$ cat src/rtl/rv32i_mem_arbiter.sv
// rv32i_mem_arbiter: shares one Avalon-MM memory port between instruction fetch and data buses.
// Fixed priority with a burst limit so the lower-priority side cannot starve.
module rv32i_mem_arbiter #(
    parameter int PRIO_DATA = 1,
    parameter int MAX_BURST = 4
) (
    input  logic        clk,
    input  logic        reset,
    input  logic [31:0] iaddress,
    input  logic        iread,
    output logic [31:0] ireaddata,
    output logic        iwaitrequest,
    input  logic [31:0] daddress,
    input  logic        dread,
    input  logic        dwrite,
    input  logic [31:0] dwritedata,
    input  logic [3:0]  dbyteenable,
    output logic [31:0] dreaddata,
    output logic        dwaitrequest,
    output logic [31:0] m_address,
    output logic        m_read,
    output logic        m_write,
    output logic [31:0] m_writedata,
    output logic [3:0]  m_byteenable,
    input  logic [31:0] m_readdata,
    input  logic        m_waitrequest,
    input  logic        m_readdatavalid
);
    localparam logic [2:0] IDLE  = 3'd0;
    localparam logic [2:0] I_CMD = 3'd1;
    localparam logic [2:0] I_RD  = 3'd2;
    localparam logic [2:0] D_CMD = 3'd3;
    localparam logic [2:0] D_RD  = 3'd4;
    localparam logic       PD    = PRIO_DATA != 0;
    localparam logic [7:0] MB    = 8'(MAX_BURST);

    logic [2:0]  state_q, state_d;
    logic [7:0]  cnt_q, cnt_d;
    logic [31:0] m_address_q, m_address_d, m_writedata_q, m_writedata_d;
    logic [31:0] ireaddata_q, ireaddata_d, dreaddata_q, dreaddata_d;
    logic [3:0]  m_byteenable_q, m_byteenable_d;
    logic        m_read_q, m_read_d, m_write_q, m_write_d;
    logic        dreq, both, limit, grant_prio, grant_data, grant_wr;
    logic        i_done, d_rd_done, d_done;

    always_comb begin
        dreq       = dread | dwrite;
        both       = iread & dreq;
        limit      = (MB != 8'd0) && (cnt_q >= MB);
        grant_prio = (PD ? dreq : iread) && !(both && limit);
        grant_data = PD ? grant_prio : (dreq && !grant_prio);
        grant_wr   = grant_data & dwrite;
        i_done     = !reset && state_q == I_RD && m_readdatavalid;
        d_rd_done  = !reset && state_q == D_RD && m_readdatavalid;
        d_done     = d_rd_done || (!reset && state_q == D_CMD && m_write_q && !m_waitrequest);
        state_d        = state_q;
        cnt_d          = cnt_q;
        m_address_d    = m_address_q;
        m_writedata_d  = m_writedata_q;
        m_byteenable_d = m_byteenable_q;
        m_read_d       = m_read_q;
        m_write_d      = m_write_q;
        ireaddata_d    = i_done ? m_readdata : ireaddata_q;
        dreaddata_d    = d_rd_done ? m_readdata : dreaddata_q;
        case (state_q)
            IDLE: begin
                if (iread | dreq) begin
                    state_d        = grant_data ? D_CMD : I_CMD;
                    // burst count only grows while the other side is actually waiting
                    cnt_d          = !grant_prio ? 8'd0 : !both ? cnt_q : (cnt_q == 8'hFF) ? cnt_q : cnt_q + 8'd1;
                    m_address_d    = grant_data ? daddress : iaddress;
                    m_writedata_d  = grant_wr ? dwritedata : m_writedata_q;
                    m_byteenable_d = grant_wr ? dbyteenable : 4'hF;
                    m_read_d       = !grant_wr;
                    m_write_d      = grant_wr;
                end else begin
                    cnt_d = 8'd0;
                end
            end
            I_CMD, D_CMD: begin
                if (!m_waitrequest) begin
                    m_read_d  = 1'b0;
                    m_write_d = 1'b0;
                    state_d   = m_write_q ? IDLE : (state_q == I_CMD) ? I_RD : D_RD;
                end
            end
            I_RD, D_RD: state_d = m_readdatavalid ? IDLE : state_q;
            default: state_d = IDLE;
        endcase
    end

    always_ff @(posedge clk) begin
        if (reset) begin
            state_q        <= IDLE;
            cnt_q          <= 8'd0;
            m_address_q    <= 32'd0;
            m_writedata_q  <= 32'd0;
            m_byteenable_q <= 4'hF;
            m_read_q       <= 1'b0;
            m_write_q      <= 1'b0;
            ireaddata_q    <= 32'd0;
            dreaddata_q    <= 32'd0;
        end else begin
            state_q        <= state_d;
            cnt_q          <= cnt_d;
            m_address_q    <= m_address_d;
            m_writedata_q  <= m_writedata_d;
            m_byteenable_q <= m_byteenable_d;
            m_read_q       <= m_read_d;
            m_write_q      <= m_write_d;
            ireaddata_q    <= ireaddata_d;
            dreaddata_q    <= dreaddata_d;
        end
    end

    assign m_address    = m_address_q;
    assign m_writedata  = m_writedata_q;
    assign m_byteenable = m_byteenable_q;
    assign m_read       = m_read_q;
    assign m_write      = m_write_q;
    assign iwaitrequest = !i_done;
    assign dwaitrequest = !d_done;
    assign ireaddata    = i_done ? m_readdata : ireaddata_q;
    assign dreaddata    = d_rd_done ? m_readdata : dreaddata_q;
endmodule
$ cat config.mk
export PLATFORM = sky130hd
export DESIGN_NAME = rv32i_mem_arbiter
export DESIGN_NICKNAME = d
export VERILOG_FILES = /design/src/rtl/rv32i_mem_arbiter.sv
export SDC_FILE = /design/constraint.sdc
export NUM_CORES = 1
export LEC_CHECK = 0
export CORE_MARGIN = 2
export CORE_UTILIZATION = 35
export DETAILED_ROUTE_END_ITERATION = 8
export PLACE_DENSITY = 0.69
export SYNTH_ARGS = -nofsm -noshare
export SYNTH_HDL_FRONTEND = slang
export SYNTH_SLANG_ARGS = --single-unit
$ cat constraint.sdc
create_clock -name clk -period 2.6 [get_ports clk]
set_input_delay 0.39 -clock clk [delete_from_list [all_inputs] [get_ports clk]]
set_output_delay 0.39 -clock clk [all_outputs]
set_load 0.01 [all_outputs]
==> results of run 1 <==
power groups by stage:
stage	Combinational (mW)	Sequential [mW]	Clock, mW
after global placement	1.33	2.54	0
final	1.30	2.50	2.63
after detailed placement	1.33	2.54	0
after global routing	1.41	2.52	2.79
after floorplan	0.568	2.60	0
after CTS	1.32	2.50	2.69
worst paths after layout:
check | end | slack, ns
worst max-delay path | dreaddata[5] | 0.07
worst min-delay path | cnt_q[7] | 0.47
worst max register to register | m_writedata[3] | 0.41
worst min register to register | cnt_q[7] | 0.47
logic make-up after synthesis:
family / count (synthesis) / synth area share (%)
compound gates: 63 / 8.322
flops: 145 / 46.86
fa+ha+maj: 2 / 0.4039
buf+inv: 51 / 4.080
mux: 96 / 16.80
simple gates: 270 / 23.53
what timing repair did:
action / CTS / global route
hold buffers: 0 / 0
gates cloned: 0 / 1
endpoints found under the setup margin: 63 / 32
buffers inserted: 0 / 5
resized for setup: 37 / 32
sequential cells by signal (all words and copies together) (netlist names):
signal / cells
cnt_q: 8
dreaddata_q: 32
ireaddata_q: 32
m_address: 32
m_byteenable: 4
m_read: 1
m_write: 1
m_writedata: 32
state_q: 3
cells in the mapped netlist, types with 2 or more instances:
cell type,n,share of area [%]
a21oi_1,10,0.81
a311oi_1,32,4.5
buf_12,3,0.97
buf_2,6,0.48
clkbuf_1,35,2.1
dfxtp_1,145,47
ha_1,2,0.40
inv_1,6,0.36
mux2_2,64,12
mux2i_1,32,5.2
nand2_1,71,4.3
nand2b_1,45,4.5
nand3_1,4,0.32
nand4_1,3,0.30
nor2_1,44,2.7
nor2b_1,66,6.7
nor3_1,4,0.32
nor3b_1,3,0.36
o21a_1,3,0.36
o21ai_0,2,0.16
o21bai_1,4,0.48
or2b_2,20,2.8
metal layers:
metal | vias to the layer above | track usage, % | part of all wire (%)
met4 | 0 | 7.446 | 2.2
met5 | - | 0 | 0
met1 | 2370 | 21.95 | 43
met3 | 27 | 5.667 | 7.6
met2 | 175 | 29.35 | 47
li1 | 2656 | - | -
area by class of cell:
type	instances	area (um2)
Fill cell	1547	7381
Multi-Input combinational cell	431	3068
Timing Repair Buffer	293	3002
Sequential cell	145	2904
Clock buffer	23	488.0
Tap cell	225	281.5
Clock inverter	8	150.1
Inverter	6	22.52
==> impl_metrics.json, run 1 <==
{
  "status": "finished, final reports clean",
  "crit_cells": 6,
  "ys.flop_type": "dfxtp_1",
  "synth_cell_types": 45,
  "final_core_utilization_pct": 57.33,
  "pwr_density_cell_nw_per_um2": 648.4,
  "via_per_inst": 4.622,
  "hold_ws_ns": 0.4670,
  "dr_total_vias": 5228,
  "place_hpwl_mm": 12.38,
  "track_usage_pct": 18.01,
  "fin_skew_ns": 0.006599,
  "async_reset_ff_share_pct": 0,
  "cp_max_fo": 12,
  "pwr-share-clk_pct": 40.9,
  "p_switching_mw": 1.586,
  "cp-end-kind": "output pin",
  "final_cell_mix": "211 x clkdlybuf4s50_1, 144 x dfxtp_1, 71 x nand2_1, 65 x nor2b_1, 64 x mux2_2",
  "whs_path_depth": 1,
  "worst_path_largest_cell_delay_ns": 0.53,
  "place_congestion": 0.7809,
  "drtPass1Iterations": 4,
  "crit_type": "input pin to output pin",
  "crit_slowest_cell": "clkdlybuf4s50_1",
  "finalWorstSetupSlack_ns": 0.06839,
  "worst-path-buf-inv": 3,
  "drive_above_1_share_pct": 16.23,
  "ant_nets": 0,
  "synth_edf_count": 0,
  "routedWlPerCell_um": 15.50,
  "cap_violations": 0,
  "yosys_warnings": 0,
  "crit_required_ns": 2.21,
  "postSynthAreaPerCell_um2": 9.880,
  "tightest_slew_ns": 0.9109,
  "antennaDiodeCount": 0,
  "antenna_found_initial": 0,
  "layout_commonest_cell": "clkdlybuf4s50_1",
  "seq_area_frac_synth_pct": 46.86,
  "slew_headroom_pct": 39.27,
  "clock_latency_ns": 0.41,
  "p_int_mw": 4.844,
  "place_inst": 1094,
  "clkTransAtPathRegs_ns": 0.06,
  "dp_slack_ns": -0.1679,
  "cts_buffer_depth": 2,
  "dieArea_um2": 18780,
  "io_pins": 275,
  "synthCells": 627,
  "coreArea_um2": 17300,
  "hold_path_class": "flip-flop to flip-flop",
  "power_frac_seq_pct": 38.8,
  "finalHoldViolCount": 0,
  "grt_pass1_wl_mm": 26.30,
  "grt_setup_unrepaired": "no",
  "grt_max_degree": 93,
  "cp_common_cell": "clkdlybuf4s50_1",
  "vdd_ir_drop_max_mv": 0.4475,
  "cts-root-buf": "clkbuf_16",
  "setup_viol": 0,
  "die_w_um": 137.0,
  "fin_crit_ns": 2.532,
  "gr-total-overflow": 0,
  "final_area_um2": 9916,
  "slew_viol_final": 0,
  "syn_nets": 768,
  "cts.sinks": 145,
  "period_share_pct": 97.37,
  "cp_cell_sequence": "clkdlybuf4s50_1 -> nor2b_4 -> nand3_4 -> buf_12 -> mux2_2 -> clkdlybuf4s50_1",
  "crit_start": "m_readdatavalid",
  "hold_start": "cnt_q[7]",
  "synth-seq-cells": 145,
  "crit_path_start_kind": "input pin",
  "tns_ns": 0,
  "cts_buffers": 17,
  "max_freq_mhz": 395.0,
  "reg2reg_depth": 5,
  "tritoncts": "yes",
  "wirelength_mm": 17.53,
  "drt_drc_violations_left": 0,
  "p_sw_share_pct": 24.67,
  "areaGrowthSynthToFinish_pct": 60.07,
  "drt_iter0_markers": 247,
  "rows": 48,
  "layout.nets": 1035,
  "final-instance-count-excl-fill": 1131,
  "die_h_um": 137.0,
  "grt_pass1_vias": 4931,
  "syn_area_um2": 6195,
  "leakagePower_nw": 4.532,
  "port_buffers": 274,
  "worstPathArrival_ns": 2.14,
  "rr_startpoint": "cnt_q[2]",
  "start_util_pct": 35.81,
  "cp_top_family": "buffers and inverters",
  "dpl_cell_area_um2": 9154,
  "comb_power_share_pct": 20.3,
  "htree_levels": 4,
  "p_total_mw": 6.430
}
Power figures use the tool's default switching activity.
==> run 2, diff against run 1 <==
--- a/config.mk
+++ b/config.mk
@@ -6,8 +6,9 @@
 export NUM_CORES = 1
 export LEC_CHECK = 0
+export ABC_AREA = 1
 export CORE_MARGIN = 2
 export CORE_UTILIZATION = 35
 export DETAILED_ROUTE_END_ITERATION = 8
-export PLACE_DENSITY = 0.69
+export PLACE_DENSITY = 0.67
 export SYNTH_ARGS = -nofsm -noshare
 export SYNTH_HDL_FRONTEND = slang
==> constraint.sdc (replaced) <==
create_clock -name clk -period 2.6 [get_ports clk]
set_input_delay 0.39 -clock clk [delete_from_list [all_inputs] [get_ports clk]]
set_output_delay 0.39 -clock clk [all_outputs]
set_load 0.005 [all_outputs]
==> impl_metrics.json, run 2 <==
{
  "status": "finished, final reports clean",
  "final_area_um2": 10670,
  "fin_crit_ns": 2.580,
  "slew_headroom_pct": 50.09,
  "grt_pass1_wl_mm": 32.02,
  "io_pins": 275,
  "cp-end-kind": "output pin",
  "gr-total-overflow": 0,
  "grt_pass1_vias": 6525,
  "crit_slowest_cell": "clkdlybuf4s50_1",
  "htree_levels": 4,
  "cap_violations": 0,
  "drive_above_1_share_pct": 9.200,
  "tightest_slew_ns": 0.7486,
  "clkTransAtPathRegs_ns": 0.06,
  "grt_max_degree": 72,
  "cp_cell_sequence": "clkdlybuf4s50_1 -> inv_1 -> nor2_2 -> nand3_2 -> inv_4 -> buf_12 -> or2_2 -> o21ai_0 -> inv_1 -> clkdlybuf4s50_1",
  "seq_area_um2": 2904,
  "synthTopCellsByCount": "239 x inv_1, 189 x nand2_1, 173 x nor2_1",
  "syn_area_um2": 6788,
  "start_util_pct": 35.93,
  "synth-adder-area-share_pct": 0.3687,
  "tritoncts": "yes",
  "cp_top_family": "buffers and inverters",
  "cp_max_fo": 12,
  "syn_nets": 1185,
  "period_share_pct": 99.22,
  "synthXorXnorAreaFrac_pct": 0,
  "antennaDiodeCount": 0,
  "ff2ff_setup_slack_ns": 0.88,
  "leakagePower_nw": 5.995,
  "dr_total_vias": 6917,
  "die_w_um": 143.3,
  "netlist.area_leader.share_pct": 42.76,
  "p_int_mw": 6.316,
  "crit_type": "input pin to output pin",
  "synth_most_common_cell": "inv_1",
  "seq_area_frac_synth_pct": 42.76,
  "layout.nets": 1466,
  "cts_buffer_depth": 2,
  "synth_simple_gate_area_share_pct": 33.55,
  "dieArea_um2": 20520,
  "pwr-share-clk_pct": 25.3,
  "max_freq_mhz": 387.6,
  "postCtsHoldBufs": 0,
  "pwr_density_cell_nw_per_um2": 895.8,
  "finalHoldViolCount": 0,
  "grt_setup_unrepaired": "yes",
  "rows": 50,
  "slew_viol_final": 0,
  "cts_buffers": 17,
  "wirelength_mm": 20.33,
  "synth-seq-cells": 145,
  "power_frac_seq_pct": 32.2,
  "cts-root-buf": "clkbuf_16",
  "drtPass1Iterations": 4,
  "p_sw_share_pct": 33.89,
  "synth_edf_count": 0,
  "crit_required_ns": 2.21,
  "yosysTopAreaCell": "dfxtp_1",
  "drt_iter0_markers": 331,
  "die_h_um": 143.3,
  "synth_compound_area_share_pct": 5.548,
  "port_buffers": 274,
  "worstPathArrival_ns": 2.19,
  "ys.flop_type": "dfxtp_1",
  "yosys_warnings": 0,
  "ant_nets": 0,
  "areaGrowthSynthToFinish_pct": 57.12,
  "fin_skew_ns": 0.008281,
  "synthCells": 1044,
  "multiInputGateArea_um2": 2689,
  "layout_commonest_cell": "clkdlybuf4s50_1",
  "coreArea_um2": 18890,
  "cts.sinks": 145,
  "vdd_ir_drop_max_mv": 0.4693,
  "track_usage_pct": 19.44,
  "async_reset_ff_share_pct": 0,
  "postSynthAreaPerCell_um2": 6.502,
  "setup_viol": 0,
  "worst_path_largest_cell_delay_ns": 0.52,
  "place_hpwl_mm": 13.86,
  "dpl_cell_area_um2": 9926,
  "synth_top_family_by_area": "simple AND/OR/NAND/NOR gates",
  "yosys-mux-area-fraction_pct": 0,
  "synth_cell_types": 29,
  "p_switching_mw": 3.238,
  "clock_latency_ns": 0.42,
  "antenna_found_initial": 0,
  "ys_top_cells_by_area": "dfxtp_1 43%, inv_1 13%, nand2_1 10%",
  "worst-path-buf-inv": 6,
  "hold_path_class": "flip-flop to flip-flop",
  "final_cell_mix": "249 x clkdlybuf4s50_1, 239 x inv_1, 188 x nand2_1, 173 x nor2_1, 144 x dfxtp_1",
  "fillers": 1877,
  "hold_ws_ns": 0.4363,
  "drt_drc_violations_left": 0,
  "via_per_inst": 4.331,
  "place_congestion": 0.7804,
  "comb_power_share_pct": 42.5,
  "routedWlPerCell_um": 12.73,
  "crit_path_start_kind": "input pin"
}
-- run 2: changes by cell type in the layout (fill, tap and decap cells not counted), moves of 50 or more --
cell,delta
o21ai_1,+50
mux2_2,-64
nor2_1,+130
nand2_1,+117
nor2b_1,-65
inv_1,+233
nand3_1,+73
-- run 2: what timing repair did --
item	in CTS	in global routing
endpoints found under the setup margin	7	63
buffers inserted	0	2
gates cloned	0	3
gates resized for setup	4	57
-- run 2: kinds of logic after synthesis --
logic type                 Yosys count
buffers and inverters              303
DFF                                145
and+or+nand+nor                    519
adders and majority gates            2
AOI/OAI and AO/OA                   75
-- run 2: tightest hold or removal path, delay by kind of cell, from the launching register on --
kind	cells	cell delay (ns)
DFF	1	0.31
and+or+nand+nor	2	0.09
-- run 2: power by group through the flow --
stage	Combinational [mW]	Sequential, mW	Clock (mW)
after global placement	4.03	3.10	0
after global routing	4.57	3.15	2.56
after detailed placement	4.04	3.12	0
final	4.06	3.08	2.42
after floorplan	2.01	3.14	0
after CTS	4.08	3.08	2.48
-- run 2: worst paths after layout --
check,start,to,cells past startpoint
hold / removal,cnt_q[6],cnt_q[6],2
setup / recovery,m_readdatavalid,dreaddata[1],10
setup reg to reg,state_q[0],m_writedata[12],7
hold reg to reg,cnt_q[6],cnt_q[6],2
-- run 2: metrics by stage --
stage / setup slack [ns] / cells / utilization, % / power, mW / TNS, ns
floorplan: 0.8609 / 1044 / - / 5.151 / 0
global placement: -0.02205 / 1561 / 52.54 / 7.126 / -0.03070
detailed placement: -0.03319 / 1561 / 52.54 / 7.161 / -0.1101
CTS: -0.04644 / 1592 / 55.60 / 9.632 / -0.1000
global route: -0.06491 / 1597 / 56.45 / 10.28 / -0.8613
finish: 0.02018 / 1597 / 56.45 / 9.554 / 0
-- run 2: area by class of cell --
cell class                 count  area share [%]
sequential                   145           27.23
multi-input combinational    596           25.21
clock buffer                  17           3.989
inverter                     242           8.541
tap                          260           3.050
clock inverter                14           1.455
timing repair buffer         323           30.53
-- run 2: routing by layer --
layer	vias up	global-route usage (%)	share of wire (%)
met2	189	32.96	48
met1	3038	23.26	43
met3	26	6.271	6.7
li1	3664	-	-
met4	0	6.502	1.7
met5	-	0	0
